File: config.mk
export PLATFORM = sky130hd
export DESIGN_NAME = fifo_ctrl
export DESIGN_NICKNAME = d
export VERILOG_FILES = /design/src/rtl/fifo_ctrl.sv
export SDC_FILE = /design/constraint.sdc
export NUM_CORES = 1
export LEC_CHECK = 0
export ABC_AREA = 1
export ABC_CLOCK_PERIOD_IN_PS = 1900
export CORE_UTILIZATION = 30
export CTS_CLUSTER_SIZE = 10
export DETAILED_ROUTE_END_ITERATION = 16
export PLACE_DENSITY = 0.68
export SLEW_MARGIN = 20
export SYNTH_ARGS = -nofsm -noshare
export SYNTH_HDL_FRONTEND = slang
export SYNTH_SLANG_ARGS = --single-unit
File: constraint.sdc
create_clock -name clk -period 1.9 [get_ports clk]
set_input_delay 0.38 -clock clk [delete_from_list [all_inputs] [get_ports clk]]
set_output_delay 0.38 -clock clk [all_outputs]
set_load 0.05 [all_outputs]
File: src/rtl/fifo_ctrl.sv
// ---------------------------------------------------------------------------
// fifo_ctrl
//   Control path for an 8-entry FIFO. It tracks the read pointer (head), the
//   write pointer (tail) and the occupancy (data_count). It produces the
//   memory strobes and the handshake flags for an external 8x memory.
//
//   The controller is a registered-state machine. The state register holds
//   the operation accepted at the previous edge. The pointer and count
//   registers apply that operation on the following edge. Requests are
//   therefore visible on state/strobes one cycle before they show up in
//   head/tail/data_count.
//
// Ports
//   clk         in   single clock, rising edge
//   reset       in   synchronous active-high reset
//   wr_en       in   write request for this cycle
//   rd_en       in   read request for this cycle
//   state       out  [2:0] registered FSM state (encoding in table below)
//   head        out  [2:0] read pointer / memory read address
//   tail        out  [2:0] write pointer / memory write address
//   data_count  out  [3:0] occupancy, 0..8
//   we, re      out  memory write / read strobes
//   full, empty out  occupancy flags
//   wr_ack, wr_err, rd_ack, rd_err  out  per-request handshake flags
//
// State table
//   state     | code | meaning
//   INIT      | 000  | after reset; next edge clears pointers and count
//   NO_OP     | 001  | idle or simultaneous request; hold everything
//   WRITE     | 010  | write accepted; next edge advances tail, count+1
//   READ      | 011  | read accepted; next edge advances head, count-1
//   WR_ERROR  | 100  | write refused (full); count pinned at 8
//   RD_ERROR  | 101  | read refused (empty); count pinned at 0
// ---------------------------------------------------------------------------
module fifo_ctrl (
  input  logic       clk,
  input  logic       reset,
  input  logic       wr_en,
  input  logic       rd_en,
  output logic [2:0] state,
  output logic [2:0] head,
  output logic [2:0] tail,
  output logic [3:0] data_count,
  output logic       we,
  output logic       re,
  output logic       full,
  output logic       empty,
  output logic       wr_ack,
  output logic       wr_err,
  output logic       rd_ack,
  output logic       rd_err
);

  typedef enum logic [2:0] {
    ST_INIT     = 3'b000,
    ST_NO_OP    = 3'b001,
    ST_WRITE    = 3'b010,
    ST_READ     = 3'b011,
    ST_WR_ERROR = 3'b100,
    ST_RD_ERROR = 3'b101
  } state_e;

  localparam logic [3:0] COUNT_MAX = 4'd8;

  state_e     state_q, state_d;
  logic [2:0] head_q, head_d;
  logic [2:0] tail_q, tail_d;
  logic [3:0] count_q, count_d;
  logic [3:0] eff_count;
  logic       state_legal;

  // Pointer/count update implied by the operation currently held in the
  // state register. Pointers are 3 bits, so 7+1 wraps to 0 for free.
  always_comb begin
    head_d      = head_q;
    tail_d      = tail_q;
    count_d     = count_q;
    state_legal = 1'b1;
    case (state_q)
      ST_INIT: begin
        head_d  = 3'd0;
        tail_d  = 3'd0;
        count_d = 4'd0;
      end
      ST_NO_OP: begin
      end
      ST_WRITE: begin
        tail_d  = tail_q + 3'd1;
        count_d = count_q + 4'd1;
      end
      ST_READ: begin
        head_d  = head_q + 3'd1;
        count_d = count_q - 4'd1;
      end
      ST_WR_ERROR: begin
        count_d = COUNT_MAX;
      end
      ST_RD_ERROR: begin
        count_d = 4'd0;
      end
      default: begin
        state_legal = 1'b0;
      end
    endcase
  end

  // The accept decision must see the count the pointer update is about to
  // produce. Otherwise a write issued at count 7 directly after another
  // write would be accepted and overflow.
  assign eff_count = count_d;

  always_comb begin
    state_d = ST_NO_OP;
    if (state_legal) begin
      if (wr_en && !rd_en) begin
        state_d = (eff_count < COUNT_MAX) ? ST_WRITE : ST_WR_ERROR;
      end else if (rd_en && !wr_en) begin
        state_d = (eff_count != 4'd0) ? ST_READ : ST_RD_ERROR;
      end
    end
  end

  always_ff @(posedge clk) begin
    if (reset) begin
      state_q <= ST_INIT;
      head_q  <= 3'd0;
      tail_q  <= 3'd0;
      count_q <= 4'd0;
    end else begin
      state_q <= state_d;
      head_q  <= head_d;
      tail_q  <= tail_d;
      count_q <= count_d;
    end
  end

  assign state      = state_q;
  assign head       = head_q;
  assign tail       = tail_q;
  assign data_count = count_q;

  assign we     = (state_q == ST_WRITE);
  assign re     = (state_q == ST_READ);
  assign wr_ack = (state_q == ST_WRITE);
  assign rd_ack = (state_q == ST_READ);
  assign wr_err = (state_q == ST_WR_ERROR);
  assign rd_err = (state_q == ST_RD_ERROR);
  assign full   = (count_q == COUNT_MAX);
  assign empty  = (count_q == 4'd0);

endmodule

==> results.md, run 1 <==
- The flow ran to the end, and the final reports show no timing, DRC or antenna violations.
- The clock buffer count from CTS is 3.
- The count of buffers inserted at the top-level ports is 24.
- The setup total negative slack is 0 ps.
- The total area inside the core boundary comes to 0.00230 mm².
- The number of cell instances on the worst register-to-register path is 14.
- The total die area is 0.00275 mm².
- During synthesis, Yosys emitted a total of 0 warnings.
- For this run, design rule violations remaining after detail routing come to 0.
- Across the whole layout, storage elements account for roughly 270 µm².
- Ranked by total cell area, the synthesized netlist is headed by dfxtp_1 (34%), nand2_1 (13%), inv_1 (6.9%).
- Across the run, the number of max-cap violations was 0.
- For this design the top-level I/O count stands at 25.
- Derived from the worst setup path, the maximum achievable clock frequency is roughly 0.55 GHz.
- Before antenna repair, the detailed router went through 4 iterations.
- The netlist area before placement is between 700 and 800 µm².
- The overall fraction of global-route tracks in use is between 10% and 20%.
- TritonCTS built the clock tree.
- The count of vias placed by the detailed router is 798.
- In this run the number of cells on the critical path is 1.
- The buffer type at the clock tree root is clkbuf_4.
- The area occupied by multi-input gates is 472 µm².
- Cell internal power was estimated by the tool at 0.000490 W.
- The clock network burns 21.4% of the power.
- The count of nets left with antenna violations once routing finished came out at 0.
- When the netlist entered floorplanning its net count stood at 119.
- The antenna cell count is 0.
- The top-area cell type share of the netlist area is 34.0%.
- The cell type group with the largest total delay on the critical path is buffers and inverters.
- The buffer and inverter count on the worst path is 1.
- Routability-driven placement finished with a final weighted congestion of around 0.78.
- Summing the sequential cell areas from Yosys gives 34.0% of the chip area.
- The register-to-register path setup slack is 190 ps.
- The number of vias per cell after detailed routing is 4.69.
- The reg-to-reg critical path endpoint is state[1]$_SDFF_PP0_.
- The placed cell count is 161.
- The beginning of the worst register-to-register path is state[0]$_SDFF_PP0_.
- The final setup violation count is 0.
- The fraction of the core area covered by cells at the end of the flow is 52.3%.
- In the layout the commonest cells are nand2_1 (25), buf_4 (17), inv_1 (14), nor2_1 (11), dfxtp_1 (10).
- At the worst endpoint, the arrival time is 1450 ps.
- The worst-case clock skew is about 5.7 ps.
- The max-slew violation count is 0.
- Counting instances, the worst hold path has a depth of 1.
- After the first detailed-routing iteration, the DRC count stood at 13.
- The wire length of the first global-routing pass is 3.13 mm.
- The final-report hold violation count is 0.
- For the worst-skew pair, the clock arrives at the later sink with an insertion delay of roughly 280 ps.
- The via count of the first global-routing pass is 752.
- The effective utilization at floorplan is approximately 33%.
- In this run, synthesis produced a sequential element count of 13.
- Walking the worst path, the cells encountered are clkdlybuf4s50_1.
- The leakage power total is 0.598 nW.
- The number of antenna violations at the first check in global routing came to 0.
- After the last flow step, the layout net total stands at 152.
- The layout has ~230 filler cells.
- The leading area contributor after synthesis is dfxtp_1.
- A synthesized cell averages 6.95 µm².
- The relative slew slack is 65.8%.
- The completed layout was analyzed and its total power is 0.000795 W.
- The worst hold path terminates at head[2]$_SDFFE_PP0P_.
- The critical path is of the reg -> out type.
- For this run, the slowest stage of the critical path takes 810 ps.
- STA classifies the critical path endpoint as an output pin.
- After detailed routing, the total wire length is 1.82 mm.
- No sink is reached through more buffers than the 2 on the longest clock path.
- Entering global routing, the biggest net connects 9 pins.
- The final non-filler cell total is 170.
- Detailed placement ended at an HPWL of 1.46 mm.
- Setup repair after global routing left no endpoint under its margin.
- The worst-margin pin slew is 512 ps.
- The post-detailed-route wirelength per cell is 10.7 µm.
- The most common cell after layout, fill and taps aside is nand2_1.
- The total congestion overflow after global routing is 0.
- The maximum fanout along the worst path is 3.
- The floorplan die width is roughly 52 µm.
- The clock drives 13 sinks.
- The reported net switching power is 0.000305 W.
- The distinct cell type count after synthesis is 21.
- The sequential share of power is 38.7%.
- After clock tree synthesis, the clock-pin slew on the worst setup and hold paths is 80 ps.
- Counting I/O delays and the setup requirement, the final critical path takes 1830 ps.
- The cell count after synthesis came out at 110.
- The synthesis-to-finish area growth is 57.1%.
- The library cell contributing the largest single delay on the critical path is clkdlybuf4s50_1.
- In this run the most critical hold path is launched from head[2]$_SDFFE_PP0P_.
- The die is 52.5 µm tall.
- The element type at the critical path start is a register.
- The power density normalized to cell area is 662 mW/mm².
- The switching power as a share of total power is 38.4%.
- The fraction of layout instances using a drive strength above 1 is approximately a third.
- The deepest level of the CTS H-tree is 1.
- Combinational cells account for around 40% of the total power.
- The worst path uses 96.5% of the clock period.
- Row generation in the floorplan step produced 17 rows.
- Across the VDD grid, the largest voltage drop is ~0.34 mV.
- Once layout is done, the placed cells without fillers occupy between 0.001 and 0.0015 mm².
- Once placement finished, the instance area stood at 0.00113 mm².
- The class of the worst hold path is reg -> reg.
- STA puts the critical path data required time at 1520 ps.
-- worst max-delay path by stage --
stage,to,slack [ps],start
after global routing,tail[1],10,tail[1]$_SDFFE_PP0P_
final,head[1],70,head[1]$_SDFFE_PP0P_
after detailed placement,state[1]$_SDFF_PP0_,130,state[0]$_SDFF_PP0_
after floorplan,state[1]$_SDFF_PP0_,-170,state[0]$_SDFF_PP0_
after global placement,state[1]$_SDFF_PP0_,170,state[0]$_SDFF_PP0_
after CTS,wr_ack,30,state[2]$_SDFF_PP0_
-- Yosys cell counts, drive strengths merged --
master,count
xor2,1
inv,15
dfxtp,13
nor3,3
ha,4
fa,1
nand3,10
nand2,30
buf,2
clkbuf,1
nor2,14
a211oi,1
o21ai,5
a21oi,10
-- power groups by stage --
stage,registers [W],logic (W),clock network [W]
2_1_floorplan,0.000359,0.000152,0
3_3_place_gp,0.000316,0.000298,0
3_5_place_dp,0.000317,0.000303,0
4_1_cts,0.000311,0.000303,0.000182
5_1_grt,0.000312,0.000338,0.000200
6_report,0.000308,0.000317,0.000170
-- kinds of logic after synthesis --
logic type	synth area share [%]
buf+inv	9.82
compound gates	11.8
flops	34.0
xor+xnor	1.15
simple gates	34.0
fa+ha+maj	9.17
-- layer usage --
metal / global-route usage [%] / vias to the layer above / wire [µm] / share of wire (%)
met1: 18.9 / 358 / 797 / 44
li1: - / 415 / - / -
met3: 4.35 / 2 / 115 / 6.3
met4: 3.95 / 0 / 8 / 0.44
met5: 0 / - / 0 / 0
met2: 25.7 / 23 / 899 / 49
-- sequential cells by signal, indices dropped and copies added, names as in the netlist --
register and cells:
tail 3, data_count 4, head 3, state 3
-- what timing repair did --
action | 4_1_cts | 5_1_grt
gates resized for setup | 0 | 3
setup buffers | 0 | 5
hold buffers | 0 | 0
endpoints found under the setup margin | 0 | 6
-- per-stage QoR --
stage                     hold slack (ps)  worst slack (ps)
after floorplan                       555              -175
after global placement                440               171
after detailed placement              460               133
after CTS                             474              27.0
after global routing                  507              13.0
final                                 468              66.8
-- cell type report --
type / instances / share of cell area [%]
Tap cell: 28 / 2.92
Inverter: 15 / 4.69
Sequential cell: 13 / 22.4
Timing Repair Buffer: 31 / 28.5
Clock buffer: 4 / 2.19
Multi-Input combinational cell: 79 / 39.3
No activity file was read; power rests on OpenSTA's default activity.
==> run 2, diff against run 1 <==
- PLACE_DENSITY: 0.68 -> 0.6
==> run 2 against run 1 <==
  * Final area down 3.5%
  * Routed wire length decreased by 7.1%
  * Sequential share of layout area is 0.82 points higher
  * Hold slack lost 9.7 ps
  * Final cell count down 2.9%
  * Clock skew decreased by 0.87 ps
  * Sequential power is essentially flat
  * Critical path type unchanged
==> results.md, run 2 (synthesis gave the netlist of run 1 again) <==
- The flow ran to the end, and the final reports show no timing, DRC or antenna violations.
- The final non-filler cell total is 165.
- The worst-case IR drop observed on VDD is 0.482 mV.
- Entering global routing, the biggest net connects 11 pins.
- The placed cell count is between 150 and 200.
- For this run, the top clock speed supported by timing is 0.546 GHz.
- The cell family contributing the most delay on the critical path is buffers and inverters.
- The fraction of layout instances using a drive strength above 1 is 32.1%.
- The most common cell after layout, fill and taps aside is nand2_1.
- The clock insertion delay at the later pin of the skew report is approximately 280 ps.
- The shortest clock period the worst path allows after layout is 1830 ps.
- The class of the worst hold path is reg -> reg.
- The synthesis-to-finish area growth is 51.6%.
- The startpoint identified for the worst hold timing path is head[2]$_SDFFE_PP0P_.
- Data on the critical path is required at its endpoint by 1520 ps.
- The final worst slack is 69.8 ps.
- In this run the number of H-tree levels came out at 1.
- The worst-case clock skew is 4.87 ps.
- During I/O placement, the number of pins put on the boundary was 25.
- The max-capacitance violation count is 0.
- The CTS tree is yes.
- The number of routed nets with antenna violations is 0.
- In this run the static leakage power is 0.536 nW.
- The count of clock tree sinks is 13.
- The combinational power share is 38.5%.
- The internal power of the cells totals 0.000481 W.
- The buffer type at the clock tree root is clkbuf_4.
- The number of antenna violations at the first check in global routing was 0.
- For this design the ratio of total power to cell area is 675 mW/mm².
- The critical path goes through clkdlybuf4s50_1.
- The final-report hold violation count is 0.
- Leaving out fill and tap cells, the most frequent cells in the layout are nand2_1 (25), inv_1 (14), buf_4 (12), nor2_1 (11), dfxtp_1 (10).
- The register with the most flip-flops in the layout has 4 of them.
- The net count of the finished layout is 147.
- The worst-margin pin slew is 493 ps.
- The arrival time of data at the critical path endpoint is 1450 ps.
- The floorplan core area is 0.00230 mm².
- In this run the power spent charging and discharging nets is about 0.00030 W.
- Before CTS, the worst setup slack after placement is 110 ps.
- The largest individual stage delay along the critical path comes from the cell clkdlybuf4s50_1.
- In this run the tool buffered the top-level ports with 24 buffer cells.
- The antenna cell count is 0.
- The element type at the critical path start is a register.
- The share of total power in the clock network is roughly 22%.
- Buffers inserted during clock tree synthesis total 3.
- The post-layout total power is 0.000782 W.
- In this run, the number of DRC markers left after iteration 0 of detailed routing was 1.
- The congestion estimate from routability-driven global placement came to 0.825.
- Setup violations remaining at the end of the flow were counted as 0.
- The delay of the slowest cell on the worst path is 810 ps.
- The critical path starts at head[1]$_SDFFE_PP0P_.
- The number of optimization iterations in the first detailed-route pass is 4.
- The startpoint identified for the worst register-to-register timing path is state[0]$_SDFF_PP0_.
- The part of the cycle the worst path needs is approximately 96%.
- The number of remaining DRC errors is 0.
- The sequential share of power is just under 40%.
- The number of vias per cell after detailed routing is roughly 4.6.
- In the final routed layout, each cell accounts on average for 10.3 µm.
- The number of buffers inserted by post-CTS setup repair is 0.
- Global routing finished with a remaining overflow of 0.
- After clock tree synthesis, the clock-pin slew on the worst setup and hold paths is 80 ps.
- The effective utilization at floorplan is around 33%.
- The chip height is 52.5 µm.
- The via count of the first global-routing pass is 684.
- The total detailed-routing wirelength is 1.69 mm.
- The floorplan step defined a die boundary enclosing 0.00275 mm².
- The kind of critical path is reg -> out.
- The detailed router placed about 760 vias in this run.
- Post-CTS repair changed the size of 0 cells.
- The maximum fanout along the worst path is 3.
- The number of buffers inserted by hold repair at cts is 0.
- The floorplan die width is 52.5 µm.
- Summed over all nets, the half-perimeter wirelength after detailed placement is 1.41 mm.
- Setup repair after global routing left no endpoint under its margin.
- The number of standard-cell rows in the floorplan is 17.
- Together, buffers and inverters on the worst path number 1.
- Global routing consumed, over all layers together, 14.3% of the routing resources.
- The maximum root-to-sink buffer count is 2.
- The max-slew violation count is 0.
- The switching power as a share of total power is 38.5%.
- The worst setup path is captured at an output pin.
- The first global-routing pass estimated 2.87 mm of wire.
- The relative slew slack is 67.0%.
-- run 2: changes by cell type in the layout (fill, tap and decap cells not counted) --
cell / before / now
buf_4: 17 / 12
dlymetal6s2s_1: 2 / 0
clkdlybuf4s50_1: 5 / 7
-- run 2: final timing paths --
path                          end  slack, ps  cells after the start
max                       head[1]         70                      1
min          head[2]$_SDFFE_PP0P_        460                      1
max reg2reg   state[1]$_SDFF_PP0_        150                     14
min reg2reg  head[2]$_SDFFE_PP0P_        460                      1
-- run 2: power groups by stage --
stage	combinational, W	sequential, W	clock (W)
5_1_grt	0.000325	0.000314	0.000192
6_report	0.000301	0.000310	0.000170
2_1_floorplan	0.000152	0.000359	0
4_1_cts	0.000304	0.000311	0.000177
3_3_place_gp	0.000301	0.000317	0
3_5_place_dp	0.000303	0.000318	0
-- run 2: per-stage QoR --
stage	cell area [µm²]	hold WS, ps	utilization [%]	TNS (ps)
finish	1160	458	50.4	0
global route	1160	489	50.4	0
CTS	1160	465	50.3	0
detailed placement	1130	451	49.2	0
global placement	1130	433	49.2	0
floorplan	813	555	-	-342
-- run 2: layout make-up --
| type | instances | area (µm²) |
|---|---|---|
| fill | 240 | 1140 |
| sequential | 13 | 269 |
| tap | 28 | 35.0 |
| timing repair buffer | 26 | 300 |
| clock buffer | 4 | 26.3 |
| multi-input combinational | 79 | 472 |
| inverter | 15 | 56.3 |
-- run 2: routing by layer --
layer  GRT usage, %  routed length [µm]  up-vias
met3           6.09                  98        2
li1               -                   -      402
met2           24.5                 831       18
met4           2.63                   8        0
met1           16.7                 754      334
met5              0                   0        -
==> run 3, diff against run 2 <==
- GPL_TIMING_DRIVEN: unset -> 0
==> run 3 against run 2 <==
  * Combinational power decreased by 9.0%
  * Routed wire length increased by 6.9%
  * Final cell count increased by 4.8%
  * Utilization increased by 0.87 points
  * Sequential share of layout area decreased by 0.18 points
  * Power decreased by 3.3%
  * Non-clock buffer count increased by 8
  * Worst setup slack got worse by 20 ps
  * Critical path depth increased by 3
  * First-iteration DRC count increased to 4.0 times the previous value
  * Clock skew decreased by 3.9 ps
  * Clock-buffer cell count unchanged
  * Largest cell class unchanged
  * Highest routed layer unchanged
==> results.md, run 3 (synthesis gave the netlist of run 1 again) <==
- The maximum fanout along the worst path is 7.
- The wire length of the first global-routing pass is 2.92 mm.
- The cell type group with the largest total delay on the critical path is buffers and inverters.
- The critical path contains buffers and inverters numbering 2 combined.
- Setup repair after global routing could not meet its margin everywhere.
- The global placement routability congestion is roughly 0.80.
- Wires add up to 1.81 mm.
- The number of routed nets with antenna violations is 0.
- The count of buffers inserted at the top-level ports is 23.
- The part of the cycle the worst path needs is between 90% and 100%.
- The number of flip-flops under the largest register name is 4.
- The floorplan core area is between 0.002 and 0.0025 mm².
- The worst supply voltage drop on vdd is 0.446 mV.
- The worst setup path is of the reg -> out kind.
- The pre-antenna-repair detailed-routing pass consisted of 4 iterations.
- The detailed router's first-iteration violation count is 4.
- The slowest stage of the critical path belongs to the cell dfxtp_4.
- The count of vias placed by the detailed router is 794.
- The worst slack after detailed placement is -330 ps.
- The total number of nets in the final design is 155.
- The number of instances on the worst hold path is 2.
- The shortest clock period the worst path allows after layout is 1850 ps.
- Counting the buffers created by CTS gives 3.
- The relative slew slack is 65.7%.
- The count of clock tree sinks is 13.
- The number of top-level design ports is 25.
- The maximum number of pins on one net before global-route repair is 11.
- The clock reaches the later pin of the worst-skew pair after 270 ps.
- The wire-length estimate of the detail-placed layout is between 1 and 1.5 mm.
- The number of cell instances on the worst register-to-register path is 15.
- On the worst path, the slowest cell contributes a delay of between 400 and 500 ps.
- The final-report hold violation count is 0.
- The floorplan die width is approximately 52 µm.
- Setup slack on the worst reg-to-reg path comes out at roughly 50 ps.
- The number of remaining DRC errors is 0.
- The number of standard-cell rows in the floorplan is 17.
- STA classifies the critical path endpoint as an output pin.
- The post-detailed-route wirelength per cell is 10.5 µm.
- The repair_antennas step left the layout with diodes totalling 0.
- At the pin with the least slew margin, the transition time is 514 ps.
- Based on the critical path, the design can be clocked at up to 0.540 GHz.
- The worst setup path is launched from a register.
- The reg-to-reg critical path endpoint is state[1]$_SDFF_PP0_.
- In this run the number of H-tree levels came out at 1.
- The total die area is 0.00275 mm².
- The leakage power total is 0.628 nW.
- The beginning of the worst register-to-register path is state[0]$_SDFF_PP0_.
- The max-slew violation count is 0.
- After detailed routing, the number of vias per cell comes to 4.59.
- The class of the worst hold path is reg -> reg.
- The overall fraction of global-route tracks in use is 14.5%.
- The number of antenna violations at the first check in global routing was 0.
- Once the floorplan was initialized, standard cells occupied roughly 33% of the core.
- The chip height is about 52 µm.
- TritonCTS built the clock tree.
- The via count of the first global-routing pass is 695.
- The power density normalized to cell area is 641 mW/mm².
- The library cell used most frequently in the layout, excluding fill and tap cells, is nand2_1.
- Clock skew on the completed layout was measured at 0.942 ps.
- The synthesis-to-finish area growth is 54.2%.
- The max-capacitance violation count is 0.
- The required time at the worst-slack endpoint is about 1500 ps.
- Data on the critical path arrives at its endpoint at 1470 ps.
- The end of the worst hold path is tail[2]$_SDFFE_PP0P_.
- In the layout the commonest cells are nand2_1 (25), inv_1 (14), nor2_1 (10), buf_4 (10), dfxtp_1 (10).
- The number of buffers inserted by hold repair at cts is 0.
- The maximum root-to-sink buffer count is 2.
- The final worst slack is approximately 50 ps.
- The flow ran to the end, and the final reports show no timing, DRC or antenna violations.
- The post-layout total power is 0.000756 W.
- In this run the most critical hold path is launched from tail[2]$_SDFFE_PP0P_.
- The register clock-pin slew on the reported worst setup and hold paths is 80 ps.
- Clock tree synthesis selected as its root buffer the cell clkbuf_4.
- The final setup violation count is 0.
- Walking the worst path, the cells encountered are nand2_4, nor2_4, buf_4, clkdlybuf4s15_2.
- The total congestion overflow after global routing is 0.
- The fraction of layout instances using a drive strength above 1 is a little under a third.
-- run 3: cell types whose count changed in the layout (fill, tap and decap cells not counted), moves of 2 or more --
cell | before | now
buf_4 | 12 | 10
buf_12 | 7 | 0
buf_2 | 0 | 2
clkbuf_2 | 0 | 3
dlymetal6s2s_1 | 0 | 4
dlygate4sd2_1 | 0 | 6
-- run 3: worst max-delay path by stage --
stage	end	cells past startpoint	from
3_3_place_gp	wr_ack	5	state[2]$_SDFF_PP0_
4_1_cts	state[1]$_SDFF_PP0_	14	state[0]$_SDFF_PP0_
5_1_grt	state[1]$_SDFF_PP0_	15	state[0]$_SDFF_PP0_
3_5_place_dp	wr_ack	5	state[2]$_SDFF_PP0_
2_1_floorplan	state[1]$_SDFF_PP0_	14	state[0]$_SDFF_PP0_
6_report	rd_ack	4	state[0]$_SDFF_PP0_
-- run 3: timing repair --
action	CTS	global route
setup buffers	0	8
setup endpoints to repair	14	12
pin swaps	1	7
gates resized for setup	26	18
-- run 3: power by group --
part           switching (W)  leakage (nW)  internal (W)
combinational       0.000186         0.506     0.0000881
clock              0.0000888        0.0150     0.0000814
sequential         0.0000256         0.108      0.000286
total               0.000301         0.628      0.000455
-- run 3: worst reg2reg max path, delay by kind of cell (launching register included) --
kind                     cells  cell delay (ps)
AND/OR/NAND/NOR             11              860
flip-flops                   1              410
buffers and inverters        2              200
adder cells (fa/ha/maj)      1              180
AO/OA/AOI/OAI                1              130
-- run 3: stage by stage --
stage                     utilization [%]  std cells  instance area, µm²  hold WS [ps]  setup TNS (ps)
after floorplan                         -        110                 813           555            -342
after global placement               46.9        161                1080           432            -727
after detailed placement             46.9        161                1080           457            -754
after CTS                            47.4        165                1090           468               0
after global routing                 51.3        173                1180           506            -156
final                                51.3        173                1180           465               0
-- run 3: layer usage --
layer	vias to the layer above	GRT usage, %	part of all wire [%]
met4	0	2.63	0.77
met5	-	0	0
met3	2	6.38	5.7
met2	21	24.9	48
li1	422	-	-
met1	349	16.7	46
-- run 3: layout make-up --
type	count	area, µm²
Tap cell	28	35.0
Sequential cell	13	272
Clock buffer	4	26.3
Fill cell	234	1120
Multi-Input combinational cell	79	500
Timing Repair Buffer	31	270
Inverter	15	56.3
Buffer	3	18.8
